--- src/rtl/uart_program_loader.sv ---
// UART program loader: receives 8N1 bytes, packs them little-endian into 32-bit
// instruction words and streams them into program memory until an end marker or a full image.
module uart_program_loader #(
    parameter int CLKS_PER_BIT = 868,
    parameter int DATA_BITS    = 8,
    parameter int ADDR_W       = 8
) (
    input  logic              clk,
    input  logic              rst,
    input  logic              rx,
    output logic              prog_we,
    output logic [ADDR_W-1:0] prog_addr,
    output logic [31:0]       prog_wdata,
    output logic              load_done,
    output logic              frame_err
);

    localparam int CNT_W = (CLKS_PER_BIT > 1) ? $clog2(CLKS_PER_BIT) : 1;
    localparam int BIT_W = $clog2(DATA_BITS + 1);

    localparam logic [CNT_W-1:0]  HALF_LAST  = CNT_W'(CLKS_PER_BIT / 2 - 1);
    localparam logic [CNT_W-1:0]  FULL_LAST  = CNT_W'(CLKS_PER_BIT - 1);
    localparam logic [BIT_W-1:0]  BITS_LAST  = BIT_W'(DATA_BITS - 1);
    localparam logic [ADDR_W-1:0] TOP_ADDR   = {{(ADDR_W - 2){1'b1}}, 2'b00};
    localparam logic [31:0]       END_MARKER = 32'hFFFF_FFFF;

    typedef enum logic [1:0] {
        IDLE,
        START,
        DATA,
        STOP
    } state_t;

    state_t               state;
    logic                 rx_meta;
    logic                 rx_s;
    logic [CNT_W-1:0]     baud_cnt;
    logic [BIT_W-1:0]     bit_cnt;
    logic [DATA_BITS-1:0] shift_reg;
    logic [1:0]           byte_idx;
    logic [23:0]          word_buf;
    logic [ADDR_W-1:0]    waddr;
    logic [7:0]           rx_byte;
    logic [31:0]          full_word;

    assign rx_byte   = 8'(shift_reg);
    // Bytes 0..2 sit in word_buf; the fourth byte is still in the shift register.
    assign full_word = {rx_byte, word_buf};

    // Synchronizer resets to the idle-high line level so reset never looks like a start bit.
    always_ff @(posedge clk or negedge rst) begin
        if (!rst) begin
            rx_meta <= 1'b1;
            rx_s    <= 1'b1;
        end else begin
            rx_meta <= rx;
            rx_s    <= rx_meta;
        end
    end

    // NOTE: non-blocking assignments everywhere so each branch sees pre-edge register values.
    always_ff @(posedge clk or negedge rst) begin
        if (!rst) begin
            state      <= IDLE;
            baud_cnt   <= '0;
            bit_cnt    <= '0;
            shift_reg  <= '0;
            byte_idx   <= '0;
            word_buf   <= '0;
            waddr      <= '0;
            prog_we    <= 1'b0;
            prog_addr  <= '0;
            prog_wdata <= '0;
            load_done  <= 1'b0;
            frame_err  <= 1'b0;
        end else begin
            prog_we   <= 1'b0;
            frame_err <= 1'b0;
            case (state)
                IDLE: begin
                    if (!rx_s) begin
                        state    <= START;
                        baud_cnt <= '0;
                        bit_cnt  <= '0;
                    end
                end
                START: begin
                    if (baud_cnt == HALF_LAST) begin
                        baud_cnt <= '0;
                        state    <= rx_s ? IDLE : DATA;
                    end else begin
                        baud_cnt <= baud_cnt + 1'b1;
                    end
                end
                DATA: begin
                    if (baud_cnt == FULL_LAST) begin
                        baud_cnt  <= '0;
                        shift_reg <= {rx_s, shift_reg[DATA_BITS-1:1]};
                        if (bit_cnt == BITS_LAST) begin
                            state <= STOP;
                        end else begin
                            bit_cnt <= bit_cnt + 1'b1;
                        end
                    end else begin
                        baud_cnt <= baud_cnt + 1'b1;
                    end
                end
                STOP: begin
                    if (baud_cnt == FULL_LAST) begin
                        baud_cnt <= '0;
                        state    <= IDLE;
                        if (!rx_s) begin
                            frame_err <= 1'b1;
                        end else if (!load_done) begin
                            if (byte_idx != 2'd3) begin
                                word_buf <= {rx_byte, word_buf[23:8]};
                                byte_idx <= byte_idx + 2'd1;
                            end else begin
                                byte_idx <= '0;
                                if (full_word == END_MARKER) begin
                                    load_done <= 1'b1;
                                end else begin
                                    prog_we    <= 1'b1;
                                    prog_addr  <= waddr;
                                    prog_wdata <= full_word;
                                    // The last slot ends the image; the address is never wrapped.
                                    if (waddr == TOP_ADDR) begin
                                        load_done <= 1'b1;
                                    end else begin
                                        waddr <= waddr + ADDR_W'(4);
                                    end
                                end
                            end
                        end
                    end else begin
                        baud_cnt <= baud_cnt + 1'b1;
                    end
                end
                default: state <= IDLE;
            endcase
        end
    end

endmodule

--- config.mk ---
export PLATFORM = sky130hd
export DESIGN_NAME = uart_program_loader
export DESIGN_NICKNAME = d
export VERILOG_FILES = /design/src/rtl/uart_program_loader.sv
export SDC_FILE = /design/constraint.sdc
export NUM_CORES = 1
export LEC_CHECK = 0
export ABC_CLOCK_PERIOD_IN_PS = 7200
export CAP_MARGIN = 25
export CORE_MARGIN = 4
export CORE_UTILIZATION = 55
export DETAILED_ROUTE_END_ITERATION = 12
export GPL_TIMING_DRIVEN = 0
export PLACE_DENSITY = 0.81
export REMOVE_ABC_BUFFERS = 1
export SLEW_MARGIN = 0
export SYNTH_ARGS = -nofsm -noshare
export SYNTH_HDL_FRONTEND = slang
export SYNTH_SLANG_ARGS = --single-unit
--- constraint.sdc ---
create_clock -name clk -period 7.2 [get_ports clk]
set_clock_uncertainty 0.2 [all_clocks]
set_input_delay 1.08 -clock clk [delete_from_list [all_inputs] [get_ports clk]]
set_output_delay 1.08 -clock clk [all_outputs]
set_load 0.05 [all_outputs]
==> metrics, run 1 <==
status=complete, no violations; final setup violating endpoints=0; number of input and output port buffers inserted=43; Boundary Pins=46; initial DRC count=160; worst hold slack across all endpoints=0.1585 ns; fraction of the mapped netlist area in simple logic gates=roughly a tenth; post-synthesis compound-gate area fraction=slightly below 7%; hold worst-path end=rx_s$_DFF_PN1_; RR Startpoint=baud_cnt[0]$_DFFE_PN0N_; CP cell instances=ha_1, and4b_1, nand4_1, a2111oi_4, buf_8, buf_6, mux2_2; most common flop cell mapped by yosys=sky130_fd_sc_hd__dfrtp_1; pre-CTS worst setup slack=about 3.8 ns; clock tree from TritonCTS=built; final net count=between 300 and 400; r2r endpoint=prog_wdata[16]$_DFFE_PN0P_; required time of the worst setup path=7.25 ns; final worst-path cycle share=approximately half; overall overflow remaining after global route=0; synth warn=0; effective utilization at floorplan=a little under three fifths; Fmax=between 0.2 and 0.3 GHz; share of the synthesized netlist area taken by xor and xnor gates=1.038%; CTS Hold Bufs=0; flop2flop setup slack=~3.7 ns; critical path fanouts, max=14; Setup Buffers After CTS=0; GR Util All Layers=between 10% and 20%; largest family of logic cells by synthesized area=multiplexers; category of the worst setup path capture point=flop; Antenna Nets Post-Route=0; Final Hold Violating Endpoints=0; pwr/cell area=~200 nW/um^2; die boundary height=95.60 um; DR vias=2664; area of the mapped netlist=4220 um^2; most common library cell in the layout ignoring fill and taps=sky130_fd_sc_hd__dfrtp_1; number of cells traversed by the worst hold path=0; number of sinks driven by the clock tree=approximately 100; row count=31; antenna violations before repair=0; synthesized area divided by synthesized cell count=around 13 um^2; type of the worst setup path=reg -> reg; min Tclk post-route=3.456 ns; number of library cell types mapped by synthesis=49; async set-reset flop share out of synthesis=between 90% and 100%; CTS Buf Count=9; wire length of the first global-routing pass=13.16 mm; CP peak stage delay=0.96 ns; critical-path cell with the highest stage delay=sky130_fd_sc_hd__a2111oi_4; buffers from clock root to sink, at most=2; Final Slew Violations=0; fraction of the yosys area taken by sequential cells=between 50% and 60%; global placement routability congestion=approximately 0.83; worst rel slew slack=39.73%; estimated wirelength of the detail-placed design=5.304 mm; clock insertion delay at the later pin of the skew report=0.36 ns; Via-to-Cell Ratio=between 5 and 6; die area=roughly 9100 um^2; post-synthesis instance total=between 300 and 400; Leak Pwr=about 2.4 nW; largest net degree at the start of global routing=68; total negative slack=0 ns; number of storage elements in the synthesis netlist=99; unrepaired setup endpoints after global routing=no; most frequent cells in the layout=sky130_fd_sc_hd__dfrtp_1, sky130_fd_sc_hd__mux2_2, sky130_fd_sc_hd__clkdlybuf4s50_1; clock slew seen by the registers of the worst setup and hold paths=~0.090 ns; post-synthesis mux area share=19.48%; Floorplan Core Area=between 7000 and 8000 um^2; H-tree Lvls=3; via count of the first global-routing pass=approximately 2700; startpoint type of the worst setup path=flop; slew at the pin closest to its max-slew limit=between 0.8 and 0.9 ns; type of the most critical hold path=reg -> reg; Post-synth EDFFs=0; endpoint arrival time on the critical path=~3.5 ns; proportion of layout cells with a drive suffix above 1=between 20 and 30%; first-pass iteration count of the detailed router=4; number of cells on the worst reg-to-reg path=7; n_diodes=0; source of the worst hold timing path=rx_meta$_DFF_PN1_; relative area change from synthesis to final layout=19.33%; library cell used as clock root buffer=sky130_fd_sc_hd__clkbuf_8; final wirelength=between 7 and 8 mm; Post-Synth Adder-Cell Area=under 10%; die width=95.60 um; residual DRC count=0; total of cells resized after clock tree synthesis=0; detail-routed net length per standard cell=roughly 16 um; VDD IR-drop max=approximately 120 uV; post-route worst setup slack=around 3.7 ns; # Max-Cap Violations=0
[worst max-delay path, delay by kind of cell, from the launching register on]
family	cells	cell delay (ns)
muxes	1	0.34
and+or+nand+nor	2	0.75
adders and majority gates	1	0.24
DFF	1	0.42
buffers and inverters	2	0.42
AOI/OAI and AO/OA	1	0.96
[where the power goes]
part / leakage (nW) / total (mW) / switching, mW / internal [mW]
logic: 0.877 / 0.0152 / 0.0128 / 0.00240
registers: 1.36 / 0.557 / 0.000769 / 0.557
clock network: 0.128 / 0.429 / 0.188 / 0.241
[metrics by stage]
stage | power [mW] | instances | cell area, um^2 | util [%]
after floorplan | 0.5704 | 304 | 4155 | -
after detailed placement | 0.5845 | 451 | 4787 | 64.96
final | 1.002 | 467 | 5036 | 68.34
after global routing | 1.040 | 467 | 5036 | 68.34
after CTS | 1.014 | 467 | 5036 | 68.34
after global placement | 0.5827 | 446 | 4710 | 63.90
[cell type report]
class                      instances  area [um^2]
clock buffer                      10        137.6
clock inverter                     6        111.4
fill                             541         2333
inverter                           8        30.03
multi-input combinational        197         1645
sequential                        99         2480
tap                               99        123.9
timing repair buffer              48        508.0
[registers in the layout, indices dropped and copies added, names as in the netlist, 2 cells and up, named ones only]
| signal | count |
|---|---|
| waddr | 6 |
| byte_idx | 2 |
| word_buf | 24 |
| bit_cnt | 4 |
| prog_addr | 6 |
| rx_byte | 8 |
| baud_cnt | 10 |
| prog_wdata | 32 |
[cells by family after synthesis]
| kind of cell | Yosys count |
|---|---|
| mux | 73 |
| other cells | 1 |
| simple gates | 72 |
| compound gates | 40 |
| xor+xnor | 5 |
| flops | 99 |
| fa+ha+maj | 5 |
| buf+inv | 19 |
[how the worst max path moves through the flow]
| stage | start | end | slack, ns | depth (start not counted) |
|---|---|---|---|---|
| 3_5_place_dp | baud_cnt[0]$_DFFE_PN0N_ | prog_wdata[16]$_DFFE_PN0P_ | 3.78 | 7 |
| 5_1_grt | baud_cnt[0]$_DFFE_PN0N_ | prog_wdata[16]$_DFFE_PN0P_ | 3.47 | 7 |
| 2_1_floorplan | baud_cnt[0]$_DFFE_PN0N_ | waddr[3]$_DFFE_PN0P_ | 3.46 | 6 |
| 4_1_cts | baud_cnt[0]$_DFFE_PN0N_ | prog_wdata[7]$_DFFE_PN0P_ | 3.74 | 7 |
| 6_report | baud_cnt[0]$_DFFE_PN0N_ | prog_wdata[16]$_DFFE_PN0P_ | 3.74 | 7 |
| 3_3_place_gp | rst | waddr[4]$_DFFE_PN0P_ | 1.25 | 1 |
[synth_stat cells, drive strengths merged, types with 4 or more instances]
master / number / area, um^2
a21oi: 5 / 25.02
a31oi: 4 / 25.02
and3: 5 / 31.28
buf: 10 / 65.06
dfrtp: 97 / 2427
ha: 5 / 62.56
inv: 8 / 30.03
mux2: 73 / 822.0
nand2: 9 / 33.78
nand3: 9 / 45.04
nand4: 10 / 62.56
nor2: 12 / 47.55
nor3: 5 / 35.03
nor4: 4 / 25.02
o21ai: 11 / 55.05
xnor2: 4 / 35.03
[metal layers]
layer / wire (um) / track usage [%] / vias up
met4: 214 / 9.834 / 0
met2: 3715 / 28.78 / 62
met1: 3455 / 25.63 / 1332
met3: 286 / 2.920 / 17
li1: - / - / 1253
met5: 0 / 0 / -
Power figures use the tool's default switching activity.
==> inputs of run 2 (changes only) <==
Settings changed: ABC_CLOCK_PERIOD_IN_PS 7200 to 3600.
Clock period 7.2 ns to 3.6 ns, I/O delays scaled along.
==> metrics, run 2 (synthesis results as in run 1) <==
Comb power frac=1.6%; switching power total=between 400 and 500 uW; clock insertion delay at the later pin of the skew report=roughly 0.36 ns; critical path fanouts, max=13; Leak Pwr=2.388 nW; proportion of layout cells with a drive suffix above 1=between 20% and 30%; relative area change from synthesis to final layout=20.10%; final setup violating endpoints=0; post-route worst setup slack=0.6208 ns; Largest register FFs=32; endpoint arrival time on the critical path=3.02 ns; clock tree from TritonCTS=built; DR vias=around 2700; final std cell area, no fill=5069 um^2; CP cell instances=ha_1, and4b_1, nand4_1, a2111oi_4, buf_8, buf_6, mux2_2; Power Internal=1.602 mW; via count of the first global-routing pass=approximately 2700; n_diodes=0; estimated wirelength of the detail-placed design=approximately 5.3 mm; wire length of the first global-routing pass=13.16 mm; type of the worst setup path=reg -> reg; Fmax=0.3357 GHz; CP peak stage delay=about 0.51 ns; die area=slightly above 9000 um^2; worst hold slack across all endpoints=around 0.16 ns; critical-path cell with the highest stage delay=sky130_fd_sc_hd__a2111oi_4; share of power burned in the clock network=between 40% and 50%; CTS Buf Count=9; VDD IR-drop max=roughly 230 uV; post-route non-filler standard cell count=471; number of sinks driven by the clock tree=99; largest net degree at the start of global routing=between 60 and 70; switching power share of the total=about a fifth; Util after Layout=~70%; clock slew seen by the registers of the worst setup and hold paths=roughly 0.090 ns; buffers from clock root to sink, at most=2; required time of the worst setup path=between 3 and 4 ns; number of input and output port buffers inserted=43; number of cells after detailed placement=451; die width=95.60 um; category of the worst setup path capture point=flop; Final Hold Violating Endpoints=0; sequential share of power=55.6%; total of cells resized after clock tree synthesis=0; total negative slack=0 ns; residual DRC count=0; die boundary height=between 90 and 100 um; Antenna Nets Post-Route=0; row count=31; antenna violations before repair=0; most common library cell in the layout ignoring fill and taps=sky130_fd_sc_hd__dfrtp_1; min Tclk post-route=2.979 ns; Floorplan Core Area=around 7400 um^2; initial DRC count=156; Final Slew Violations=0; final net count=between 300 and 400; global placement routability congestion=0.8260; family of cells with the greatest summed delay on the critical path=simple AND/OR/NAND/NOR gates; startpoint type of the worst setup path=flop; final worst-path cycle share=between 80 and 90%; cell area after placement=roughly 4800 um^2; status=complete, no violations; pre-CTS worst setup slack=around 0.18 ns; pwr/cell area=395.4 nW/um^2; type of the most critical hold path=reg -> reg; worst rel slew slack=between 40 and 50%; crit path buf inv count=2; detail-routed net length per standard cell=around 16 um; final wirelength=7.720 mm; total power=about 2.0 mW; first-pass iteration count of the detailed router=5; Boundary Pins=46; Via-to-Cell Ratio=about 5.7; most frequent cells in the layout=sky130_fd_sc_hd__dfrtp_1, sky130_fd_sc_hd__mux2_2, sky130_fd_sc_hd__clkdlybuf4s50_1; effective utilization at floorplan=between 50% and 60%; unrepaired setup endpoints after global routing=no; largest registers in the final layout=prog_wdata: 32 flops, word_buf: 24 flops, baud_cnt: 10 flops; library cell used as clock root buffer=sky130_fd_sc_hd__clkbuf_8; overall overflow remaining after global route=0; H-tree Lvls=3; slew at the pin closest to its max-slew limit=0.8915 ns; GR Util All Layers=approximately a fifth; # Max-Cap Violations=0; Reg with most FFs=prog_wdata
-- run 2: repair_timing --
| action | 4_1_cts | 5_1_grt |
|---|---|---|
| setup endpoints to repair | 0 | 11 |
| hold buffers | 1 | 0 |
| endpoints found under the hold margin | 32 | 0 |
| setup buffers | 0 | 3 |
-- run 2: final timing paths --
path / to / slack [ns] / depth (start not counted) / start
max reg2reg: prog_wdata[16]$_DFFE_PN0P_ / 0.62 / 7 / baud_cnt[0]$_DFFE_PN0N_
min: rx_s$_DFF_PN1_ / 0.16 / 0 / rx_meta$_DFF_PN1_
max: prog_wdata[16]$_DFFE_PN0P_ / 0.62 / 7 / baud_cnt[0]$_DFFE_PN0N_
min reg2reg: rx_s$_DFF_PN1_ / 0.16 / 0 / rx_meta$_DFF_PN1_
min in group asynchronous: prog_wdata[5]$_DFFE_PN0P_ / 0.45 / 2 / rst
max in group asynchronous: rx_s$_DFF_PN1_ / 2.02 / 3 / rst
-- run 2: final cells by class --
type	instances	area, um^2
Sequential cell	99	2480
Fill cell	532	2301
Multi-Input combinational cell	197	1645
Timing Repair Buffer	52	540.5
Clock buffer	10	137.6
Tap cell	99	123.9
Clock inverter	6	111.4
Inverter	8	30.03
-- run 2: worst reg2reg max path, cell delays in order, from the launching register on --
cell	delay, ns
sky130_fd_sc_hd__dfrtp_1	0.41
sky130_fd_sc_hd__ha_1	0.24
sky130_fd_sc_hd__and4b_1	0.27
sky130_fd_sc_hd__nand4_1	0.48
sky130_fd_sc_hd__a2111oi_4	0.51
sky130_fd_sc_hd__buf_8	0.22
sky130_fd_sc_hd__buf_6	0.18
sky130_fd_sc_hd__mux2_2	0.34
-- run 2: layer usage --
metal	GRT usage, %	wire length, um
met5	0	0
met4	9.834	188
met3	2.920	304
met2	28.78	3759
met1	25.63	3467
-- run 2: power groups by stage --
stage	logic [mW]	clock network [mW]	registers (mW)
finish	0.0312	0.859	1.11
global route	0.0368	0.929	1.12
CTS	0.0331	0.880	1.11
detailed placement	0.0323	0	1.14
global placement	0.0284	0	1.14
floorplan	0.00455	0	1.14
==> inputs of run 3 (changes only) <==
Settings changed: ABC_CLOCK_PERIOD_IN_PS 3600 to 2600, CORE_UTILIZATION 55 to 50, PLACE_DENSITY 0.81 to 0.78.
Clock period 3.6 ns to 2.6 ns, I/O delays scaled along.
==> metrics, run 3 (synthesis results as in run 1) <==
effective utilization at floorplan=between 50% and 60%; hold worst-path end=rx_s$_DFF_PN1_; Fmax=approximately 0.4 GHz; total negative slack=0 ns; die area=roughly 10000 um^2; flop2flop setup slack=~0.11 ns; GR Util All Layers=~17%; critical path fanouts, max=7; residual DRC count=0; number of cells traversed by the worst hold path=0; Floorplan Core Area=~8200 um^2; number of cells after detailed placement=between 400 and 500; RR Startpoint=baud_cnt[0]$_DFFE_PN0N_; estimated wirelength of the detail-placed design=between 5 and 6 mm; final worst-path cycle share=between 90% and 100%; source of the worst hold timing path=rx_meta$_DFF_PN1_; most common library cell in the layout ignoring fill and taps=sky130_fd_sc_hd__dfrtp_1; DR vias=roughly 2800; detail-routed net length per standard cell=~16 um; Antenna Nets Post-Route=0; Boundary Pins=46; wire length of the first global-routing pass=13.23 mm; Reg with most FFs=prog_wdata; final net count=around 380; overall overflow remaining after global route=0; Final Slew Violations=0; Leak Pwr=about 2.4 nW; die width=around 100 um; buffers from clock root to sink, at most=2; n_diodes=0; initial DRC count=between 70 and 80; number of input and output port buffers inserted=43; die boundary height=around 100 um; largest registers in the final layout=prog_wdata: 32 flops, word_buf: 24 flops, baud_cnt: 10 flops; status=complete, no violations; final wirelength=roughly 7.9 mm; slew at the pin closest to its max-slew limit=between 0.7 and 0.8 ns; clock tree from TritonCTS=built; antenna violations before repair=0; global placement routability congestion=approximately 0.86; min Tclk post-route=approximately 2.5 ns; type of the most critical hold path=reg -> reg; Largest register FFs=32; first-pass iteration count of the detailed router=4; number of sinks driven by the clock tree=between 90 and 100; startpoint type of the worst setup path=flop; worst rel slew slack=just under 50%; Via-to-Cell Ratio=5.698; most frequent cells in the layout=sky130_fd_sc_hd__dfrtp_1, sky130_fd_sc_hd__mux2_2, sky130_fd_sc_hd__clkdlybuf4s50_1; VDD IR-drop max=around 300 uV; proportion of layout cells with a drive suffix above 1=a little under a third; Util after Layout=between 60 and 70%; category of the worst setup path capture point=flop; CTS Buf Count=9; r2r endpoint=baud_cnt[7]$_DFFE_PN0N_; endpoint arrival time on the critical path=between 2 and 3 ns; # Max-Cap Violations=0; required time of the worst setup path=2.68 ns; clock slew seen by the registers of the worst setup and hold paths=approximately 0.10 ns; number of cells on the worst reg-to-reg path=7; row count=33; pwr/cell area=roughly 500 nW/um^2; via count of the first global-routing pass=between 2000 and 3000; library cell used as clock root buffer=sky130_fd_sc_hd__clkbuf_8; relative area change from synthesis to final layout=21.05%; H-tree Lvls=3; post-route non-filler standard cell count=484; largest net degree at the start of global routing=66; total power=between 2 and 3 mW; final setup violating endpoints=0; Final Hold Violating Endpoints=0; clock insertion delay at the later pin of the skew report=approximately 0.36 ns; type of the worst setup path=reg -> reg
==> run 3: timing repair <==
| item | in CTS | in global routing |
|---|---|---|
| pin swaps | 2 | 1 |
| endpoints found under the setup margin | 77 | 26 |
| hold buffers | 1 | 0 |
| buffers inserted | 9 | 1 |
| resized for setup | 1 | 4 |
| endpoints found under the hold margin | 34 | 0 |
==> run 3: cell type report <==
cell class	count	area, um^2
repair buffers	59	596.8
multi-input cells	197	1677
well taps	105	131.4
fillers	651	3108
clock buffers	10	137.6
inverters	8	30.03
clock inverters	6	56.30
flip-flops and latches	99	2480
==> run 3: worst max path at each step <==
stage          cells after the start                    endpoint                     from
3_5_place_dp                       7  prog_wdata[22]$_DFFE_PN0P_  baud_cnt[0]$_DFFE_PN0N_
6_report                           7     baud_cnt[7]$_DFFE_PN0N_  baud_cnt[0]$_DFFE_PN0N_
2_1_floorplan                      6        waddr[3]$_DFFE_PN0P_  baud_cnt[0]$_DFFE_PN0N_
3_3_place_gp                       1    prog_addr[4]$_DFFE_PN0P_                      rst
5_1_grt                            7     baud_cnt[7]$_DFFE_PN0N_  baud_cnt[0]$_DFFE_PN0N_
4_1_cts                            7     baud_cnt[3]$_DFFE_PN0N_  baud_cnt[1]$_DFFE_PN0N_
==> run 3: through the flow <==
stage | setup slack (ns) | area [um^2] | hold WS, ns
detailed placement | -0.8187 | 4798 | 0.1526
CTS | 0.04481 | 5075 | 0.1668
global placement | -2.639 | 4717 | 0.1454
finish | 0.1078 | 5109 | 0.1605
floorplan | -1.142 | 4155 | -0.1056
global route | -0.02914 | 5109 | 0.1734
==> run 3: worst max-delay path: stages (launching register included) <==
cell and delay [ns]:
sky130_fd_sc_hd__dfrtp_1 0.43, sky130_fd_sc_hd__ha_2 0.23, sky130_fd_sc_hd__and4b_1 0.20, sky130_fd_sc_hd__buf_4 0.14, sky130_fd_sc_hd__and4_1 0.23, sky130_fd_sc_hd__o22ai_1 0.55, sky130_fd_sc_hd__a21oi_1 0.16, sky130_fd_sc_hd__a311oi_1 0.26
==> run 3: routing by layer <==
| layer | GRT usage, % | wire length (um) | share of wire (%) | up-vias |
|---|---|---|---|---|
| met5 | 0 | 0 | 0 | - |
| met4 | 3.676 | 70 | 0.88 | 0 |
| met3 | 5.142 | 399 | 5.0 | 12 |
| met2 | 27.45 | 4090 | 52 | 73 |
| met1 | 21.46 | 3380 | 43 | 1395 |
| li1 | - | - | - | 1278 |
==> run 3: power by group <==
group / switching [mW] / internal (mW) / total (mW)
Clock: 0.573 / 0.397 / 0.969
Combinational: 0.0349 / 0.00761 / 0.0425
Sequential: 0.00225 / 1.54 / 1.54
